--- config.mk ---
export PLATFORM = sky130hd
export DESIGN_NAME = amo_sequencer
export DESIGN_NICKNAME = d
export VERILOG_FILES = /design/src/rtl/amo_sequencer.sv
export SDC_FILE = /design/constraint.sdc
export NUM_CORES = 1
export LEC_CHECK = 0
export BUFFER_PORTS_ARGS = -buffer_cell sky130_fd_sc_hd__buf_2
export CAP_MARGIN = 20
export CORE_ASPECT_RATIO = 0.9
export CORE_MARGIN = 2
export CORE_UTILIZATION = 52
export CTS_CLUSTER_SIZE = 24
export DETAILED_ROUTE_END_ITERATION = 12
export PLACE_DENSITY = 0.79
export SLEW_MARGIN = 25
export SYNTH_ARGS = -nofsm -noshare
export SYNTH_HDL_FRONTEND = slang
export SYNTH_SLANG_ARGS = --single-unit
export TNS_END_PERCENT = 5
--- constraint.sdc ---
create_clock -name clk -period 3.55 [get_ports clk]
set_clock_uncertainty 0.2 [all_clocks]
set_input_delay 0.5325 -clock clk [delete_from_list [all_inputs] [get_ports clk]]
set_output_delay 0.5325 -clock clk [all_outputs]
set_load 0.02 [all_outputs]
--- src/rtl/amo_sequencer.sv ---
// Atomic memory op sequencer: LR/SC and AMO read-modify-write on the data port.
// Owns the single LR reservation, invalidated by SC, snoop hit or timeout.
module amo_sequencer #(
    parameter int XLEN        = 32,
    parameter int ADDR_W      = 32,
    parameter int RSV_TIMEOUT = 64
) (
    input  logic              clk,
    input  logic              reset,
    input  logic              start,
    input  logic [3:0]        alu_control,
    input  logic [ADDR_W-1:0] addr,
    input  logic [XLEN-1:0]   rs2_data,
    output logic              busy,
    output logic              done,
    output logic              err,
    output logic [XLEN-1:0]   rd_data,
    output logic              mem_req,
    output logic              mem_we,
    output logic [ADDR_W-1:0] mem_addr,
    output logic [XLEN-1:0]   mem_wdata,
    input  logic              mem_ready,
    input  logic [XLEN-1:0]   mem_rdata,
    input  logic              snoop_valid,
    input  logic [ADDR_W-1:0] snoop_addr
);

    localparam logic [3:0] ALU_ADD  = 4'd0;
    localparam logic [3:0] ALU_SWAP = 4'd1;
    localparam logic [3:0] ALU_AND  = 4'd2;
    localparam logic [3:0] ALU_OR   = 4'd3;
    localparam logic [3:0] ALU_XOR  = 4'd4;
    localparam logic [3:0] ALU_MIN  = 4'd5;
    localparam logic [3:0] ALU_MAX  = 4'd6;
    localparam logic [3:0] ALU_LR   = 4'd7;
    localparam logic [3:0] ALU_SC   = 4'd8;

    localparam int CW = $clog2(RSV_TIMEOUT + 1);
    localparam logic [CW-1:0] TMO = CW'(RSV_TIMEOUT);
    localparam logic [ADDR_W-1:0] WMASK = {{(ADDR_W-2){1'b1}}, 2'b00};

    typedef enum logic [1:0] {S_IDLE, S_READ, S_WRITE, S_DONE} state_t;

    state_t            state_q, state_d;
    logic [3:0]        op_q, op_d;
    logic [ADDR_W-1:0] addr_q, addr_d;
    logic [XLEN-1:0]   rs2_q, rs2_d;
    logic [XLEN-1:0]   wdata_q, wdata_d;
    logic [XLEN-1:0]   rd_q, rd_d;
    logic              err_q, err_d;
    logic              rsv_valid_q, rsv_valid_d;
    logic [ADDR_W-1:0] rsv_addr_q, rsv_addr_d;
    logic [CW-1:0]     cnt_q, cnt_d;

    logic [3:0] op_in;
    logic       accept;
    logic       misaligned;
    logic       sc_ok;

    function automatic logic same_word(input logic [ADDR_W-1:0] a,
                                       input logic [ADDR_W-1:0] b);
        return ((a ^ b) & WMASK) == '0;
    endfunction

    function automatic logic [XLEN-1:0] amo_f(input logic [3:0]      op,
                                              input logic [XLEN-1:0] old,
                                              input logic [XLEN-1:0] rs2);
        case (op)
            ALU_SWAP: return rs2;
            ALU_AND:  return old & rs2;
            ALU_OR:   return old | rs2;
            ALU_XOR:  return old ^ rs2;
            ALU_MIN:  return ($signed(old) < $signed(rs2)) ? old : rs2;
            ALU_MAX:  return ($signed(old) > $signed(rs2)) ? old : rs2;
            default:  return old + rs2;
        endcase
    endfunction

    always_comb begin
        case (alu_control)
            ALU_ADD, ALU_SWAP, ALU_AND, ALU_OR, ALU_XOR,
            ALU_MIN, ALU_MAX, ALU_LR, ALU_SC: op_in = alu_control;
            default:                          op_in = ALU_ADD;
        endcase
    end

    assign accept     = (state_q == S_IDLE) && start;
    assign misaligned = addr[1:0] != 2'b00;
    assign sc_ok      = rsv_valid_q && same_word(addr, rsv_addr_q) &&
                        !(snoop_valid && same_word(snoop_addr, addr));

    always_ff @(posedge clk) begin
        if (reset) begin
            state_q     <= S_IDLE;
            op_q        <= '0;
            addr_q      <= '0;
            rs2_q       <= '0;
            wdata_q     <= '0;
            rd_q        <= '0;
            err_q       <= 1'b0;
            rsv_valid_q <= 1'b0;
            rsv_addr_q  <= '0;
            cnt_q       <= '0;
        end else begin
            state_q     <= state_d;
            op_q        <= op_d;
            addr_q      <= addr_d;
            rs2_q       <= rs2_d;
            wdata_q     <= wdata_d;
            rd_q        <= rd_d;
            err_q       <= err_d;
            rsv_valid_q <= rsv_valid_d;
            rsv_addr_q  <= rsv_addr_d;
            cnt_q       <= cnt_d;
        end
    end

    always_comb begin
        state_d = state_q;
        unique case (state_q)
            S_IDLE: begin
                if (start) begin
                    if (misaligned)         state_d = S_DONE;
                    else if (op_in == ALU_SC) state_d = sc_ok ? S_WRITE : S_DONE;
                    else                    state_d = S_READ;
                end
            end
            S_READ:  if (mem_ready) state_d = (op_q == ALU_LR) ? S_DONE : S_WRITE;
            S_WRITE: if (mem_ready) state_d = S_DONE;
            S_DONE:  state_d = S_IDLE;
        endcase
    end

    always_comb begin
        op_d    = op_q;
        addr_d  = addr_q;
        rs2_d   = rs2_q;
        wdata_d = wdata_q;
        rd_d    = rd_q;
        err_d   = err_q;
        unique case (state_q)
            S_IDLE: begin
                if (start) begin
                    op_d   = op_in;
                    addr_d = addr & WMASK;
                    rs2_d  = rs2_data;
                    err_d  = misaligned;
                    if (misaligned) begin
                        rd_d = '0;
                    end else if (op_in == ALU_SC) begin
                        if (sc_ok) wdata_d = rs2_data;
                        else       rd_d    = XLEN'(1);
                    end
                end
            end
            S_READ: begin
                if (mem_ready) begin
                    rd_d = mem_rdata;
                    if (op_q != ALU_LR) wdata_d = amo_f(op_q, mem_rdata, rs2_q);
                end
            end
            S_WRITE: if (mem_ready && op_q == ALU_SC) rd_d = '0;
            S_DONE:  ;
        endcase
    end

    // Later assignments take priority: an LR landing with a matching snoop stays invalid.
    always_comb begin
        rsv_valid_d = rsv_valid_q;
        rsv_addr_d  = rsv_addr_q;
        cnt_d       = cnt_q;
        if (rsv_valid_q) begin
            cnt_d = cnt_q + CW'(1);
            if (cnt_d == TMO) rsv_valid_d = 1'b0;
        end
        if (snoop_valid && same_word(snoop_addr, rsv_addr_q)) rsv_valid_d = 1'b0;
        if (accept && op_in == ALU_SC) rsv_valid_d = 1'b0;
        if (state_q == S_READ && mem_ready && op_q == ALU_LR) begin
            rsv_addr_d  = addr_q;
            cnt_d       = '0;
            rsv_valid_d = !(snoop_valid && same_word(snoop_addr, addr_q));
        end
    end

    always_comb begin
        busy    = 1'b1;
        done    = 1'b0;
        err     = 1'b0;
        mem_req = 1'b0;
        mem_we  = 1'b0;
        unique case (state_q)
            S_IDLE:  busy = 1'b0;
            S_READ:  mem_req = 1'b1;
            S_WRITE: begin
                mem_req = 1'b1;
                mem_we  = 1'b1;
            end
            S_DONE: begin
                done = 1'b1;
                err  = err_q;
            end
        endcase
    end

    assign rd_data   = rd_q;
    assign mem_addr  = addr_q;
    assign mem_wdata = wdata_q;

endmodule

==> results.yml <==
power:
  vdd_drop_max_uv: 347
  p_leak_nw: 7.23
  total_power_mw: 9.12
  powerDensity_nw_per_um2: 548
cts:
  insertion_delay_ns: 0.46
  clkTransAtPathRegs_ns: 0.08
  cts_tree: "yes"
  clock_sinks: 171
  ctsRootBufferMaster: "clkbuf_16"
  cts_buffers: 17
  htree_levels: 4
  cts_buffer_depth: 2
final_layout:
  nets: 2325
  final_common_cell: "nand2_1"
  fillers: 1916
  regArea_sq_um: 3430
  final_cell_mix: "nand2_1, a21oi_1, buf_2, buf_4, nor2_1"
  drive_gt1_share_pct: 27.0
  multi_input_area_sq_um: 8870
  final_cells: 2408
  syn_to_final_growth_pct: 32.2
synthesis:
  synth_cells: 1722
  ys.flop_type: "dfxtp_1"
  yosys_warnings: 0
  synth-edff-count: 0
  synth_area_per_cell_sq_um: 7.32
  mappedNetlistArea_sq_um: 12600
  async_flop_share_pct: 0
  yosysSeqAreaShare_pct: 27.2
  ys_ff_latch: 171
  synth_cell_types: 67
die:
  rows: 54
  die_w_um: 168
  coreArea_sq_um: 24100
  boundaryPins: 238
  fp.dieArea_sq_um: 25500
  die_h_um: 152
  start_util_pct: 52.4
drt:
  route.detailed.drc: 0
  vias: 14400
  drt-pass1-iter-count: 7
  drtAntennaViolNets: 0
  wl_per_cell_um: 19.5
  drt-initial-drc-count: 1742
  routed_wl_um: 47000
  viasPerCell: 5.97
timing:
  finalWorstSetupSlack_ns: -0.112
  slew_violations: 0
  min_period_ns: 3.66
  setup_viol: 14
  finalSetupTns_ns: -0.600
  rsz0062_at_grt: "yes"
  finalCritPeriodShare_pct: 103
  tightest_slew_ns: 1.17
  relSlewSlack_pct: 21.7
  max_clock_freq_mhz: 273
  hold_violations: 0
global_route:
  grt_max_degree: 160
  grt_pass1_vias: 13500
  grt_pass1_wl_um: 70300
  antenna_found_initial: 1
  grt_util_all_layers_pct: 34.7
  overflow: 0
setup_path:
  worstPathRequired_ns: 3.65
  critPathArrivalTime_ns: 3.76
  end_kind: "flip-flop"
  cp-start-kind: "flip-flop"
  worstSetupPathType: "flip-flop to flip-flop"
  cp_max_fo: 5
  max_stage_delay_ns: 0.42
  cp_cell_sequence: "inv_1, ha_4, nor4_4, buf_4, nand2_4, nor4b_4, o31ai_4, a41oi_4, a21boi_4, buf_6, clkbuf_16, o21ai_2, a2111oi_2, buf_4, o41ai_2"
  crit_path_top_delay_cell: "nor4b_4"
  critPathMostFrequentCell: "buf_4"
run_status:
  violations: "negative setup slack"
  status: "complete, but fails checks"
placement:
  port_buffers: 233
  placed_cells: 2362
  hpwl_um: 32400
  globalplace.congestion: 1.01
run:
  drv_cap: 0
min_path:
  hp-class: "input pin to flip-flop"
==> critical path, delay by kind of cell (launching register included) <==
kind / cells / cell delay (ns)
buffers and inverters: 5 / 0.78
and+or+nand+nor: 3 / 0.71
AOI/OAI and AO/OA: 6 / 1.27
DFF: 1 / 0.31
adders and majority gates: 1 / 0.24
==> where the power goes <==
part	switching (mW)	internal (mW)
logic	2.86	1.89
clock network	0.993	1.02
registers	0.195	2.16
total	4.05	5.07
==> cells by family (layout without fill, tap and decap cells) <==
family	count (synthesis)	in the layout	synth area share, %
xor gates and xnor gates	139	139	9.66
muxes	28	28	2.22
buffers and inverters	200	576	6.14
other	1	3	0.0298
and+or+nand+nor	614	614	21.1
DFF	171	171	27.2
AOI/OAI and AO/OA	467	467	23.5
adders and majority gates	102	102	10.2
==> final cells by class <==
class                   count  area share, %
repair buffers            458           18.1
diodes                      1         0.0150
inverters                  86           1.94
multi-input cells        1352           53.2
well taps                 308           2.31
clock inverters            15           1.19
flip-flops and latches    171           20.6
clock buffers              17           2.55
==> final timing paths <==
| path | startpoint | endpoint | slack, ns | cells past startpoint |
|---|---|---|---|---|
| worst min register to register | mem_wdata[24] | mem_wdata[24] | 0.25 | 2 |
| worst max-delay path | rs2_q[25] | mem_wdata[8] | -0.11 | 15 |
| worst min-delay path | rs2_data[20] | rs2_q[20] | 0.12 | 3 |
| worst max register to register | rs2_q[25] | mem_wdata[8] | -0.11 | 15 |
==> synthesized netlist by cell type, types with 30 or more instances <==
cell      number  area [sq um]
inv_1         85           319
nand2_1      277          1040
dfxtp_1      171          3420
o21ai_0       42           210
nand3_1       45           225
ha_1         101          1260
clkbuf_1      95           357
xor2_1        46           403
xnor2_1       93           815
o221ai_1      30           263
a21oi_1      242          1210
nor2_1       173           649
==> per-layer routing <==
metal,global-route usage [%],routed length [um]
met5,0,0
met4,13.5,1620
met3,7.17,4810
met2,55.7,20900
met1,46.1,19700
==> flip-flops by register name, indices dropped and copies added, names as in the netlist <==
| signal | flops |
|---|---|
| state_q | 2 |
| rsv_valid_q | 1 |
| rd_data | 32 |
| op_q | 4 |
| mem_addr | 30 |
| err_q | 1 |
| rsv_addr_q | 30 |
| cnt_q | 7 |
| mem_wdata | 32 |
| rs2_q | 32 |
==> per-stage QoR <==
step / util [%] / instance area, sq um / setup slack, ns / hold WS [ns]
2_1_floorplan: - / 12600 / -0.0112 / 0.272
3_3_place_gp: 64.4 / 15500 / -0.498 / 0.230
3_5_place_dp: 64.4 / 15500 / -0.515 / 0.241
4_1_cts: 67.2 / 16200 / -0.0281 / 0.120
5_1_grt: 69.2 / 16700 / -0.153 / 0.126
6_report: 69.3 / 16700 / -0.112 / 0.117
==> timing repair <==
item | in CTS | in global routing
pin swaps | 2 | 24
setup buffers | 0 | 12
gates resized for setup | 14 | 73
cloned | 0 | 1
hold buffers | 0 | 0
endpoints found under the setup margin | 27 | 31
Power figures use the tool's default switching activity.
